$ cat config.mk
export PLATFORM = sky130hd
export DESIGN_NAME = multi_floor_lift
export DESIGN_NICKNAME = d
export VERILOG_FILES = /design/src/rtl/multi_floor_lift.sv
export SDC_FILE = /design/constraint.sdc
export NUM_CORES = 1
export LEC_CHECK = 0
export ABC_AREA = 0
export BUFFER_PORTS_ARGS = -buffer_cell sky130_fd_sc_hd__buf_4
export CORE_AREA = 3 3 83 85
export CTS_CLUSTER_DIAMETER = 60
export CTS_CLUSTER_SIZE = 14
export DETAILED_ROUTE_END_ITERATION = 10
export DIE_AREA = 0 0 86 88
export PLACE_DENSITY = 0.66
export SYNTH_ARGS = -nofsm -noshare
export SYNTH_HDL_FRONTEND = slang
export SYNTH_SLANG_ARGS = --single-unit
$ cat constraint.sdc
create_clock -name clk -period 4.5 [get_ports clk]
set_input_delay 0.225 -clock clk [delete_from_list [all_inputs] [get_ports clk]]
set_output_delay 0.225 -clock clk [all_outputs]
set_load 0.05 [all_outputs]
$ cat src/rtl/multi_floor_lift.sv
// Multi-floor lift controller: latches calls, serves them with direction preference,
// dwells with the door open at each stop, and latches a fault on switch errors or stalls.
module multi_floor_lift #(
    parameter int N_FLOORS     = 4,
    parameter int DWELL_CYCLES = 4000000,
    parameter int MOVE_TIMEOUT = 40000000
) (
    input  logic                clk,
    input  logic                reset,
    input  logic [N_FLOORS-1:0] call,
    input  logic [N_FLOORS-1:0] fc,
    output logic                motor_up,
    output logic                motor_down,
    output logic [N_FLOORS-1:0] req_lamp,
    output logic                door_open,
    output logic                fault,
    output logic                enable,
    output logic [6:0]          Display
);
    localparam int FW      = (N_FLOORS > 1) ? $clog2(N_FLOORS) : 1;
    localparam int CNT_MAX = (DWELL_CYCLES > MOVE_TIMEOUT) ? DWELL_CYCLES : MOVE_TIMEOUT;
    localparam int CW      = $clog2(CNT_MAX + 1);
    localparam logic [CW-1:0] DWELL_LAST = CW'(DWELL_CYCLES - 1);
    localparam logic [CW-1:0] MOVE_LAST  = CW'(MOVE_TIMEOUT - 1);
    localparam logic [FW-1:0] FLOOR_TOP  = FW'(N_FLOORS - 1);
    localparam logic [6:0]    SEG_ERR    = 7'b1111001;

    typedef enum logic [2:0] {S_IDLE, S_MOVE_UP, S_MOVE_DOWN, S_DWELL, S_FAULT} state_t;
    typedef enum logic {DIR_UP, DIR_DOWN} dir_t;

    state_t                r_state;
    dir_t                  r_last_dir;
    logic [FW-1:0]         r_cur_floor;
    logic [N_FLOORS-1:0]   r_req;
    logic [CW-1:0]         r_cnt;

    state_t                w_state_nx;
    dir_t                  w_dir_nx;
    logic [FW-1:0]         w_floor_nx;
    logic [N_FLOORS-1:0]   w_req_nx;
    logic [CW-1:0]         w_cnt_nx;
    logic [FW-1:0]         w_up_idx;
    logic [FW-1:0]         w_dn_idx;
    logic                  w_any_above;
    logic                  w_any_below;
    logic                  w_stopped;
    logic                  w_fc_multi;
    logic                  w_mu;
    logic                  w_md;
    logic                  w_door;
    logic                  w_fault;
    logic                  w_en;
    logic [6:0]            w_disp;

    function automatic logic [6:0] seg(input logic [FW-1:0] f);
        case (int'(f))
            0:       seg = 7'b0000110;
            1:       seg = 7'b1011011;
            2:       seg = 7'b1001111;
            3:       seg = 7'b1100110;
            4:       seg = 7'b1101101;
            5:       seg = 7'b1111101;
            6:       seg = 7'b0000111;
            default: seg = 7'b1111111;
        endcase
    endfunction

    assign w_up_idx   = r_cur_floor + FW'(1);
    assign w_dn_idx   = r_cur_floor - FW'(1);
    assign w_stopped  = (r_state == S_IDLE) || (r_state == S_DWELL);
    assign w_fc_multi = ($countones(fc) > 1);

    always_comb begin
        w_any_above = 1'b0;
        w_any_below = 1'b0;
        for (int i = 0; i < N_FLOORS; i++) begin
            if (r_req[i] && (FW'(i) > r_cur_floor)) w_any_above = 1'b1;
            if (r_req[i] && (FW'(i) < r_cur_floor)) w_any_below = 1'b1;
        end
    end

    always_ff @(posedge clk) begin
        if (!reset) begin
            r_state     <= S_IDLE;
            r_last_dir  <= DIR_UP;
            r_cur_floor <= '0;
            r_req       <= '0;
            r_cnt       <= '0;
        end else begin
            r_state     <= w_state_nx;
            r_last_dir  <= w_dir_nx;
            r_cur_floor <= w_floor_nx;
            r_req       <= w_req_nx;
            r_cnt       <= w_cnt_nx;
        end
    end

    // A call at the floor where the car is standing reopens the door instead of lighting a lamp.
    always_comb begin
        w_state_nx = r_state;
        w_dir_nx   = r_last_dir;
        w_floor_nx = r_cur_floor;
        w_cnt_nx   = r_cnt;
        w_req_nx   = r_req;
        for (int i = 0; i < N_FLOORS; i++) begin
            if (call[i] && !(w_stopped && (FW'(i) == r_cur_floor))) w_req_nx[i] = 1'b1;
        end
        case (r_state)
            S_IDLE: begin
                if (call[r_cur_floor]) begin
                    w_state_nx = S_DWELL;
                    w_cnt_nx   = '0;
                end else if (w_any_above && (r_last_dir == DIR_UP || !w_any_below)) begin
                    w_state_nx = S_MOVE_UP;
                    w_dir_nx   = DIR_UP;
                    w_cnt_nx   = '0;
                end else if (w_any_below) begin
                    w_state_nx = S_MOVE_DOWN;
                    w_dir_nx   = DIR_DOWN;
                    w_cnt_nx   = '0;
                end
            end
            S_MOVE_UP: begin
                if (fc[w_up_idx]) begin
                    w_floor_nx = w_up_idx;
                    w_cnt_nx   = '0;
                    if (r_req[w_up_idx] || w_up_idx == FLOOR_TOP) begin
                        w_state_nx         = S_DWELL;
                        w_req_nx[w_up_idx] = 1'b0;
                    end
                end else if (r_cnt == MOVE_LAST) begin
                    w_state_nx = S_FAULT;
                end else begin
                    w_cnt_nx = r_cnt + CW'(1);
                end
            end
            S_MOVE_DOWN: begin
                if (fc[w_dn_idx]) begin
                    w_floor_nx = w_dn_idx;
                    w_cnt_nx   = '0;
                    if (r_req[w_dn_idx] || w_dn_idx == '0) begin
                        w_state_nx         = S_DWELL;
                        w_req_nx[w_dn_idx] = 1'b0;
                    end
                end else if (r_cnt == MOVE_LAST) begin
                    w_state_nx = S_FAULT;
                end else begin
                    w_cnt_nx = r_cnt + CW'(1);
                end
            end
            S_DWELL: begin
                if (call[r_cur_floor]) begin
                    w_cnt_nx = '0;
                end else if (r_cnt == DWELL_LAST) begin
                    w_state_nx = S_IDLE;
                    w_cnt_nx   = '0;
                end else begin
                    w_cnt_nx = r_cnt + CW'(1);
                end
            end
            default: w_state_nx = S_FAULT;
        endcase
        if (w_fc_multi && r_state != S_FAULT) begin
            w_state_nx = S_FAULT;
            w_cnt_nx   = '0;
        end
        if (w_state_nx == S_FAULT) w_req_nx = '0;
    end

    // Outputs are decoded from the next state so the registered copies line up with it.
    always_comb begin
        w_mu    = (w_state_nx == S_MOVE_UP);
        w_md    = (w_state_nx == S_MOVE_DOWN);
        w_door  = (w_state_nx == S_DWELL);
        w_fault = (w_state_nx == S_FAULT);
        w_en    = !(w_mu || w_md);
        w_disp  = seg(w_floor_nx);
        if (w_fault) w_disp = SEG_ERR;
        else if (!w_en) w_disp = 7'b0000000;
    end

    always_ff @(posedge clk) begin
        if (!reset) begin
            motor_up   <= 1'b0;
            motor_down <= 1'b0;
            door_open  <= 1'b0;
            fault      <= 1'b0;
            enable     <= 1'b1;
            Display    <= 7'b0000110;
        end else begin
            motor_up   <= w_mu;
            motor_down <= w_md;
            door_open  <= w_door;
            fault      <= w_fault;
            enable     <= w_en;
            Display    <= w_disp;
        end
    end

    assign req_lamp = r_req;
endmodule

# Word level (Yosys, flattened, before mapping)
# Index checks and enable logic that the tools add are counted.
# word_totals
ff_bits,48
in_bits,10
# op_classes
addsub,6
n_lt_le_gt_ge,14
n_eq_ne,18
mux,60
n_bitwise,7
n_reduce_logical,41
# op_table
operator,n
$mux W26,8
$pmux W26 S4,1
$mux W3,11
$pmux W7 S4,1
$add A26 B1 Y26 const B,1
$eq A26 B22 Y1 const B,1
$eq A26 B26 Y1 const B,1
$mux W1,21
$logic_and A1 B1 Y1,20
$mux W4,4
$mux W7,2
$eq A3 B2 Y1 const B,4
$pmux W3 S4,1
$bmux W1 S2,5
$lt A2 B3 Y1 const B,3
$and A4 B4 Y4,2
$not A4 Y4,2
$pmux W4 S2,1
$eq A2 B2 Y1 const B,3
$eq A3 B1 Y1 const B,2
$logic_not A1 Y1,6
$logic_not A2 Y1,3
$logic_or A1 B1 Y1,5
$add A1 B1 Y2,2
25 further kinds,36

# Logic depth before layout (Yosys ltp)
# logic_depth
ltp_word,17
ltp_mapped,12
depth_no_buf,11

# Least setup slack after synthesis
# OpenSTA, ideal clock, no wires.
# synth_timing
path_type,register to register
from,register r_cur_floor[0]
to,register Display[3]
setup_ps,62
t_arrival_ps,2791
required_ps,4438
slack_ps,1647
stages_incl_launch_ff,12
path_buffers,1
period_less_slack_ps,2853
path_cell_list,dfxtp_1 buf_6 inv_1 ha_1 mux4_2 o22ai_4 nor2_1 xnor2_1 ha_1 nand2_1 or4_1 nand3_1
# synth_between
elab_chain_len,17
# synth_rtl
item,line,source
from (decl),33,logic [FW-1:0] r_cur_floor;
from (signal assigned),92,r_cur_floor <= w_floor_nx;
$lt A1 B2 Y1,78,if (r_req[i] && (FW'(i) < r_cur_floor)) w_any_below = 1'b1;
$logic_and A1 B1 Y1,78,
$mux W1 (4 in series),78,
$logic_not A1 Y1,113,end else if (w_any_above && (r_last_dir == DIR_UP || !w_any_below)) begin
$logic_or A1 B1 Y1,113,
$logic_and A1 B1 Y1,113,
$mux W3,113,
$mux W3,110,if (call[r_cur_floor]) begin
$pmux W3 S4,108,case (r_state)
$mux W3,163,if (w_fc_multi && r_state != S_FAULT) begin
$eq A3 B1 Y1 or $eq A3 B2 Y1 (tied branches),"172, 173",
$logic_or A1 B1 Y1,176,w_en = !(w_mu || w_md);
$mux W7,179,else if (!w_en) w_disp = 7'b0000000;
$mux W7 (*),178,if (w_fault) w_disp = SEG_ERR;
to (signal assigned),196,Display <= w_disp;
to (decl),18,output logic [6:0] Display
# Mark *: on every way between the ends. The rest lies on a longest branch, timed or not. The select of a mux whose other input is x is not followed.
# A chain may end at the register's enable or synchronous reset.

# Final worst setup path
# Same ends and word-level chain as after synthesis.

==> results.md <==
Timing:
- The fmax is 281 MHz.
- The time the final worst path needs with I/O delays and setup is 3560 ps.
- The number of endpoints with negative hold slack in the final report came to 0.
- The final number of max-transition violations came to 0.
- Headroom to the max-slew limit came out at 0.389.
- Setup repair after global routing left no endpoint under its margin.
- The summed negative setup slack over all endpoints is 0 ps.
- For the final database, setup skew stands at 3.96 ps.
- The measured slew at the worst slew-check pin is 909 ps.
- The number of endpoints failing setup at the final stage is 0.
- The post-route clock period utilization is 0.791.

Clocking:
- The tree built by TritonCTS fans out to 47 sinks.
- In this run the deepest clock path goes through 2 buffers.
- The clock-pin slew on the worst setup and hold paths is 90 ps.
- The number of hold buffers added after cts is 0.
- The total CTS buffers is 5.
- The CTS tree is built.
- Post-CTS repair changed the size of 0 cells.
- The post-CTS setup-driven buffer insertion count is 0.
- The root buffer cell is clkbuf_8.
- The number of H-tree branching levels is 2.
- The latest clock arrival within the worst-skew pair is 300 ps.

Synthesis:
- The cell count after synthesis came out at 378.
- Among all cell types in the netlist, the one instantiated most often is dfxtp_1.
- In the post-synthesis netlist, the biggest area contributors are dfxtp_1, a21oi_1, ha_1.
- A synthesized cell averages 8.55 um^2.
- The post-synthesis async set-or-reset flop share is 0.
- The number of synthesized flops with an enable pin is 0.
- The count of different cell masters after synthesis is 82.
- The commonest cells after synthesis are dfxtp_1, nand2_1, a21oi_1.
- The total of flip-flops plus latches after synthesis is 47.
- In this run the cell area of the synthesized design comes to 3230 um^2.
- The number of nets handed over by synthesis was 400.
- The most used flip-flop cell after synthesis is dfxtp_1.
- The top cell type's share of synthesized area is 0.291.
- The sequential-to-total area share from yosys stat is 0.291.
- Summed over all instances, the cell type with the most area after synthesis is dfxtp_1.
- For this run, the number of Yosys warnings is 0.

Min path:
- The class of the worst hold path is input port to register.
- The number of instances on the worst hold path is 2.

Global route:
- The first global-routing pass estimated 13900 um of wire.
- The number of global-route vias before repair was 2840.
- The largest net degree at the start of global routing is 20.
- In the global route stage, overall resource usage came out at 0.228.
- After global routing the overflow that remains totals 0.
- The number of antenna violations at the first check in global routing is 0.

Pwr:
- Of the total power, combinational logic draws 0.378.
- The switching power is 502 uW.
- Of the total power, the clock network draws 0.257.
- The switching share of power is 0.389.
- Of the total power, registers draw 0.366.
- The peak supply drop is 250 uV.
- For this design the static power due to leakage is 1.28 nW.
- The internal power is 790 uW.
- The power density of the placed cells is 366 nW/um^2.

Layout:
- The number of diodes is 0.
- After filler insertion, the fill cell instance count of the layout stands at 595.
- The fraction of final layout cells with drive strength greater than 1 is 0.198.
- For this run, the number of standard cells in the final layout without fillers is 471.
- The area overhead of the layout relative to synthesis is 9.29%.
- The number of nets in the finished design is 415.

Floorplanning:
- The initial utilization of the core area, before any placement, comes to 0.515.
- The die area is 7570 um^2.
- The cell row count is 29.
- The area inside the core boundary is 6280 um^2.
- Measured along the y axis, the die boundary spans 88 um.
- The number of top-level design ports is 26.
- From left edge to right edge, the die measures 86 um.

Drt:
- In the routed design, unresolved DRC markers number 0.
- After detailed routing, the average wire length per cell comes to 18.1 um.
- For this block, the via count after detailed routing is 3135.
- Wires add up to 8530 um.
- In this run, the number of DRC markers left after iteration 0 of detailed routing was 217.
- In the routed layout, each cell is associated on average with a via count of 6.66.
- In this run the remaining antenna-violating nets after routing total 0.
- The number of detailed-routing iterations run before antenna repair is 5.

Setup path:
- The number of cells on the worst reg-to-reg path is 10.
- The type of origin of the critical path is a register.
- Setup slack on the worst reg-to-reg path comes out at 940 ps.
- The worst setup path is of the register to register kind.
- STA classifies the critical path endpoint as a register.
- The endpoint required time on the critical path is 4750 ps.
- The maximum fanout along the worst path is 14.
- The data arrival time of the critical path is 3810 ps.

Run:
- Across the run, the number of max-cap violations was 0.

Status:
- The run finished with clean final reports.

Place:
- The HPWL after detailed placement is 6120 um.
- At the end of routability-driven placement, the weighted congestion stood at 0.900.
- The number of buffers added on ports is 25.
- The number of instances in the placed design is 463.
-- worst paths after layout --
check	start	to
worst max-delay path	r_cur_floor[0]	Display[3]
worst min-delay path	reset	Display[2]
worst max register to register	r_cur_floor[0]	Display[3]
worst min register to register	r_cnt[25]	r_cnt[25]
-- metrics by stage --
stage	hold slack, ps	area [um^2]	utilization	setup slack, ps	power (mW)
floorplan	429	3230	-	1650	0.854
finish	199	3530	0.563	940	1.29
CTS	191	3530	0.563	920	1.29
detailed placement	503	3410	0.544	944	0.967
global route	189	3530	0.563	650	1.37
global placement	493	3410	0.544	1040	0.958
-- power by group through the flow --
stage,clock (mW),sequential [mW],combinational (mW)
after global placement,0,0.481,0.477
final,0.332,0.472,0.488
after floorplan,0,0.537,0.317
after CTS,0.335,0.472,0.486
after global routing,0.352,0.478,0.537
after detailed placement,0,0.482,0.485
-- sequential cells by signal (all words and copies together) (netlist names), 2 cells and up --
name         cells
r_cnt           26
Display          6
r_cur_floor      2
r_state          3
req_lamp         4
-- cells in the final DEF (no fill, tap or decap), types with 3 or more instances in the layout --
cell type and instances:
o21ai_0 15, nor2b_1 6, a41oi_1 4, a21oi_1 30
buf_4 28, and4_1 3, inv_1 10, o21a_1 5
clkbuf_8 6, o22ai_1 3, a31oi_1 10, mux4_2 4
a211oi_1 7, o211ai_1 4, a311oi_1 5, nand2_1 31
a21boi_0 4, nand3_1 21, nor2_1 28, nand3b_1 3
o2111ai_1 3, nor3_1 15, dfxtp_1 47, or4_1 4
or2_2 3, ha_1 11, o21ai_1 6, and3_1 5
and2_1 3, o221a_2 12
-- metal layers --
layer  part of all wire  routed length [um]  up-vias  GRT usage
met5                  0                   0        -          0
met4              0.023                 197        0      0.102
met3              0.049                 422       19     0.0357
met2               0.47                3980       98      0.362
met1               0.46                3930     1515      0.305
li1                   -                   -     1503          -
-- layout make-up --
type,count,area (um^2),share of cell area
flip-flops and latches,47,941,0.266
clock inverters,2,35.0,0.00992
well taps,77,96.3,0.0273
repair buffers,28,210,0.0595
multi-input cells,301,2130,0.603
inverters,10,37.5,0.0106
clock buffers,6,82.6,0.0234
-- logic make-up after synthesis --
family,Yosys count,synth area share
xor+xnor,1,0.00271
buf+inv,30,0.0499
simple gates,148,0.259
mux,6,0.0391
compound gates,134,0.310
flops,47,0.291
fa+ha+maj,12,0.0488
-- worst max-delay path, stage by stage (launching register included) --
cell	delay, ps
dfxtp_1	690
inv_1	180
ha_1	440
mux4_2	610
o22ai_4	370
nor2_1	120
xnor2_1	190
ha_1	360
nand2_1	50
or4_1	410
nand3_1	90
Power figures use the tool's default switching activity.
